**src/rtl/rr_arb_mux.sv**
```systemverilog
// N-channel arbiter feeding a single-entry registered output stage.
// MODE 0 arbitrates round-robin from a rotating pointer; MODE 1 is fixed priority, channel 0 first.
module rr_arb_mux #(
   parameter int unsigned WIDTH = 32,
   parameter int unsigned NCH   = 4,
   parameter int unsigned MODE  = 0,
   parameter int unsigned CW    = $clog2(NCH)
) (
   input  logic                 clk,
   input  logic                 rst,
   input  logic [NCH*WIDTH-1:0] in_data,
   input  logic [NCH-1:0]       in_valid,
   output logic [NCH-1:0]       in_ready,
   output logic [WIDTH-1:0]     out_data,
   output logic                 out_valid,
   input  logic                 out_ready,
   output logic [CW-1:0]        out_chan
);

   logic [CW-1:0]    ptr;
   logic [CW-1:0]    gnt_idx;
   logic             gnt_found;
   logic             load_ok;
   logic             xfer;
   logic [WIDTH-1:0] sel_data;
   int unsigned      idx;

   // Search upward from ptr (or from 0 in fixed-priority mode), wrapping at NCH-1.
   always_comb begin
      gnt_found = 1'b0;
      gnt_idx   = '0;
      idx       = 0;
      for (int k = 0; k < int'(NCH); k++) begin
         idx = 32'(k);
         if (MODE == 0) idx = idx + 32'(ptr);
         if (idx >= NCH) idx = idx - NCH;
         if (!gnt_found && in_valid[idx[CW-1:0]]) begin
            gnt_found = 1'b1;
            gnt_idx   = idx[CW-1:0];
         end
      end
   end

   assign load_ok  = !out_valid || out_ready;
   assign xfer     = load_ok && gnt_found && !rst;
   assign sel_data = in_data[32'(gnt_idx)*WIDTH +: WIDTH];

   always_comb begin
      in_ready = '0;
      if (xfer) in_ready[gnt_idx] = 1'b1;
   end

   always_ff @(posedge clk or posedge rst) begin
      if (rst) begin
         out_valid <= 1'b0;
         out_data  <= '0;
         out_chan  <= '0;
         ptr       <= '0;
      end else if (xfer) begin
         out_valid <= 1'b1;
         out_data  <= sel_data;
         out_chan  <= gnt_idx;
         ptr       <= (gnt_idx == CW'(NCH - 1)) ? '0 : gnt_idx + CW'(1);
      end else if (out_valid && out_ready) begin
         out_valid <= 1'b0;
      end
   end

endmodule

```
**config.mk**
```make
export PLATFORM = sky130hd
export DESIGN_NAME = rr_arb_mux
export DESIGN_NICKNAME = d
export VERILOG_FILES = /design/src/rtl/rr_arb_mux.sv
export SDC_FILE = /design/constraint.sdc
export NUM_CORES = 1
export LEC_CHECK = 0
export BUFFER_PORTS_ARGS = -buffer_cell sky130_fd_sc_hd__buf_2
export CORE_MARGIN = 10
export CORE_UTILIZATION = 30
export DETAILED_ROUTE_END_ITERATION = 12
export GPL_TIMING_DRIVEN = 0
export PLACE_DENSITY = 0.63
export SLEW_MARGIN = 40
export SYNTH_ARGS = -nofsm -noshare
export SYNTH_HDL_FRONTEND = slang
export SYNTH_SLANG_ARGS = --single-unit
```
**constraint.sdc**
```tcl
create_clock -name clk -period 4.9 [get_ports clk]
set_input_delay 0.735 -clock clk [delete_from_list [all_inputs] [get_ports clk]]
set_output_delay 0.735 -clock clk [all_outputs]
set_load 0.02 [all_outputs]
```
==> flow_results.xml <==
<?xml version="1.0" encoding="UTF-8"?>
<metrics>
  <group name="floorplanning">
    <metric name="fp.dieH" unit="um">114</metric>
    <metric name="count_of_standard_cell_rows" unit="">34</metric>
    <metric name="die_x" unit="um">114</metric>
    <metric name="die_area" unit="mm^2">0.0129</metric>
    <metric name="floorplan.core_area" unit="mm^2">0.00864</metric>
    <metric name="design.portCount" unit="">174</metric>
    <metric name="starting_utilization_of_the_core_area" unit="%">30.4</metric>
  </group>
  <group name="worst_setup_path">
    <metric name="worstPathCellList" unit="">buf_2 &gt; o21a_1 &gt; o22ai_1 &gt; clkbuf_1 &gt; and2_1 &gt; buf_2</metric>
    <metric name="crit_slowest_cell" unit="">sky130_fd_sc_hd__o22ai_1</metric>
    <metric name="worstSetupPathType" unit="">in2out</metric>
    <metric name="critPathMaxFanout" unit="">10</metric>
    <metric name="timing.critical_path.slowest_cell_delay" unit="ns">0.49</metric>
    <metric name="critPathRequiredTime" unit="ns">4.16</metric>
    <metric name="critical_path.most_common_cell" unit="">sky130_fd_sc_hd__buf_2</metric>
    <metric name="worst_setup_path_start_kind" unit="">input pin</metric>
    <metric name="endpoint_kind" unit="">output pin</metric>
    <metric name="critical_path_arrival" unit="ns">2.38</metric>
  </group>
  <group name="power">
    <metric name="power_share_of_the_combinational_group" unit="%">55.8</metric>
    <metric name="intPower" unit="mW">0.897</metric>
    <metric name="powerDensity" unit="mW/mm^2">434</metric>
    <metric name="clock_power_share" unit="%">13.7</metric>
    <metric name="seq_power_share" unit="%">30.5</metric>
    <metric name="vdd_ir_max" unit="mV">0.126</metric>
    <metric name="switching_share" unit="%">44.5</metric>
    <metric name="leakage_power" unit="nW">1.89</metric>
    <metric name="switching_power" unit="mW">0.718</metric>
  </group>
  <group name="sta">
    <metric name="worst-slew-pin-transition" unit="ns">0.618</metric>
    <metric name="tns" unit="ns">0</metric>
    <metric name="slew_viol_final" unit="">0</metric>
    <metric name="finalHoldViolCount" unit="">0</metric>
    <metric name="rsz_0062_raised_after_global_routing" unit="">no</metric>
    <metric name="timing.final.crit_period" unit="ns">3.12</metric>
    <metric name="fmaxAchievable" unit="MHz">321</metric>
    <metric name="final-setup-viol-count" unit="">0</metric>
    <metric name="final.setup_skew" unit="ns">0.00951</metric>
    <metric name="post-route-period-util" unit="%">63.7</metric>
    <metric name="timing.slew.headroom" unit="%">58.8</metric>
  </group>
  <group name="synthesis">
    <metric name="yosysTopAreaCellShare" unit="%">35.2</metric>
    <metric name="netlist-cell-type-count" unit="">37</metric>
    <metric name="most_used_standard_cell_by_instance_count_after_synthesis" unit="">sky130_fd_sc_hd__nand3_1</metric>
    <metric name="synthesis.yosys.warnings" unit="">0</metric>
    <metric name="async_flop_share" unit="%">100</metric>
    <metric name="synthTopCellsByArea" unit="">sky130_fd_sc_hd__dfrtp_1 35%, sky130_fd_sc_hd__o2111ai_2 17%, sky130_fd_sc_hd__mux2i_1 13%</metric>
    <metric name="synth_largest_area_cell" unit="">sky130_fd_sc_hd__dfrtp_1</metric>
    <metric name="post_synth_inst_count" unit="">262</metric>
    <metric name="synthTopCellsByCount" unit="">64 x sky130_fd_sc_hd__nand3_1, 38 x sky130_fd_sc_hd__nand2_1, 37 x sky130_fd_sc_hd__dfrtp_1</metric>
    <metric name="netlist_area" unit="mm^2">0.00263</metric>
    <metric name="fraction_of_the_yosys_area_taken_by_sequential_cells" unit="%">35.2</metric>
    <metric name="synth.ff_latch_count" unit="">37</metric>
    <metric name="syn-num-nets" unit="">398</metric>
    <metric name="synth-edff-count" unit="">0</metric>
    <metric name="syn_area_per_cell" unit="um^2">10.0</metric>
    <metric name="ys.flop_type" unit="">sky130_fd_sc_hd__dfrtp_1</metric>
  </group>
  <group name="placed_design">
    <metric name="dp_cells" unit="">542</metric>
    <metric name="place.detailed.hpwl" unit="um">8060</metric>
    <metric name="finalWeightedCongestion" unit="">0.795</metric>
    <metric name="port_buffers" unit="">172</metric>
  </group>
  <group name="global_routing">
    <metric name="grt_pass1_vias" unit="">3092</metric>
    <metric name="grt_antenna_before_repair" unit="">1</metric>
    <metric name="grt_pass1_wl" unit="um">15900</metric>
    <metric name="grt_start_max_net_pins" unit="">38</metric>
    <metric name="grt.overflow.total" unit="">0</metric>
    <metric name="gr-usage-all-layers" unit="%">15.0</metric>
  </group>
  <group name="route">
    <metric name="drt_wl_total" unit="um">10300</metric>
    <metric name="routedWlPerCell" unit="um">18.8</metric>
    <metric name="drt.antenna.violating_nets" unit="">0</metric>
    <metric name="dr_total_vias" unit="">2835</metric>
    <metric name="violation_count_after_the_first_detailed_route_iteration" unit="">85</metric>
    <metric name="vias_per_cell" unit="">5.15</metric>
    <metric name="drcViolationCount" unit="">0</metric>
    <metric name="first_pass_detailed_route_iteration_total" unit="">4</metric>
  </group>
  <group name="clock_network">
    <metric name="clk_pin_slew_worst_paths" unit="ns">0.07</metric>
    <metric name="cts-htree-levels" unit="">2</metric>
    <metric name="cts_buffers" unit="">5</metric>
    <metric name="clk_latency" unit="ns">0.29</metric>
    <metric name="cts-resized-gates" unit="">0</metric>
    <metric name="clkSinkCount" unit="">37</metric>
    <metric name="cts_tree" unit="">yes</metric>
    <metric name="cts_hold_repair.buffers" unit="">0</metric>
    <metric name="post_cts_buffers" unit="">0</metric>
    <metric name="cts-root-to-sink-buffers" unit="">2</metric>
    <metric name="clock-root-buffer" unit="">sky130_fd_sc_hd__clkbuf_8</metric>
  </group>
  <group name="layout">
    <metric name="drive_above_1_share" unit="%">51.7</metric>
    <metric name="syn_to_final_growth" unit="%">41.6</metric>
    <metric name="final-instance-count-excl-fill" unit="">550</metric>
    <metric name="nets" unit="">577</metric>
  </group>
  <group name="min_path">
    <metric name="hold_wc_path_type" unit="">reg2reg</metric>
  </group>
  <group name="status">
    <metric name="run_status" unit="">complete, no violations</metric>
  </group>
  <group name="run">
    <metric name="cap_viol_max_count" unit="">0</metric>
  </group>
</metrics>
kinds of logic (layout without fill, tap and decap cells):
logic type               after synthesis  count (layout)  share of synthesized area, %
other                                  0               1                             0
multiplexers                          33              33                          12.6
flip-flops                            37              37                          35.2
AO/OA/AOI/OAI                         49              49                          23.1
adder cells (fa/ha/maj)                1               1                         0.476
AND/OR/NAND/NOR                      115             115                          21.4
buffers and inverters                 27             206                          7.19
power by group through the flow:
stage          registers (mW)  logic, mW  clock network [mW]
6_report                0.492      0.902               0.221
5_1_grt                 0.510      0.976               0.241
4_1_cts                 0.493      0.919               0.233
3_5_place_dp            0.494      0.918                   0
3_3_place_gp            0.493      0.902                   0
2_1_floorplan           0.635      0.465                   0
stage by stage:
stage	util [%]	power (mW)	hold WS, ns	setup slack, ns	instance area [um^2]
final	43.1	1.62	0.488	1.78	3720
after global routing	43.0	1.73	0.505	1.68	3720
after CTS	43.0	1.64	0.492	1.70	3710
after detailed placement	42.0	1.41	0.465	1.71	3630
after global placement	42.0	1.40	0.461	1.71	3620
after floorplan	-	1.10	0.582	2.21	2630
registers in the layout, summed over array words and instances, names as in the netlist:
name and count:
out_data 32, ptr 2, out_valid 1, out_chan 2
path summary, 6_finish.rpt:
kind | startpoint | end | slack, ns | cells past startpoint
setup / recovery | in_valid[2] | in_ready[0] | 1.78 | 6
hold reg to reg | out_data[16] | out_data[16] | 0.49 | 2
min in group asynchronous | rst | out_valid | 0.54 | 2
setup reg to reg | ptr[1] | out_data[10] | 2.89 | 6
max in group asynchronous | rst | out_data[3] | 4.01 | 2
hold / removal | out_data[16] | out_data[16] | 0.49 | 2
final cells by class:
type                       instances  area, um^2
inverter                           3        13.8
fill                             878        4920
tap                              108         135
timing repair buffer             172         861
antenna                            1        2.50
buffer                            24         178
sequential                        37         926
multi-input combinational        198        1520
clock buffer                       7        86.3
placed cells by master, fill, tap and decap left out, types with 2 or more instances in the layout:
cell	instances
sky130_fd_sc_hd__buf_2	176
sky130_fd_sc_hd__nor2b_1	2
sky130_fd_sc_hd__o2111ai_2	29
sky130_fd_sc_hd__nand3_1	64
sky130_fd_sc_hd__nand2_1	38
sky130_fd_sc_hd__dfrtp_1	37
sky130_fd_sc_hd__buf_12	3
sky130_fd_sc_hd__clkbuf_8	6
sky130_fd_sc_hd__mux2i_1	33
sky130_fd_sc_hd__a21oi_1	4
sky130_fd_sc_hd__o21a_1	2
sky130_fd_sc_hd__and2_1	3
sky130_fd_sc_hd__buf_6	4
sky130_fd_sc_hd__clkbuf_1	13
sky130_fd_sc_hd__o2111ai_1	3
worst max-delay path, delay by kind of cell:
kind | cells | cell delay [ns]
AND/OR/NAND/NOR | 1 | 0.20
buffers and inverters | 3 | 0.77
AO/OA/AOI/OAI | 2 | 0.68
metal layers:
layer	vias up	wire length, um	track usage [%]
met5	-	13	0
met4	2	127	3.55
met3	12	851	5.09
met2	118	5050	25.8
met1	1347	4290	17.5
li1	1356	-	-
Note: power is estimated with default switching activity, not from simulation.
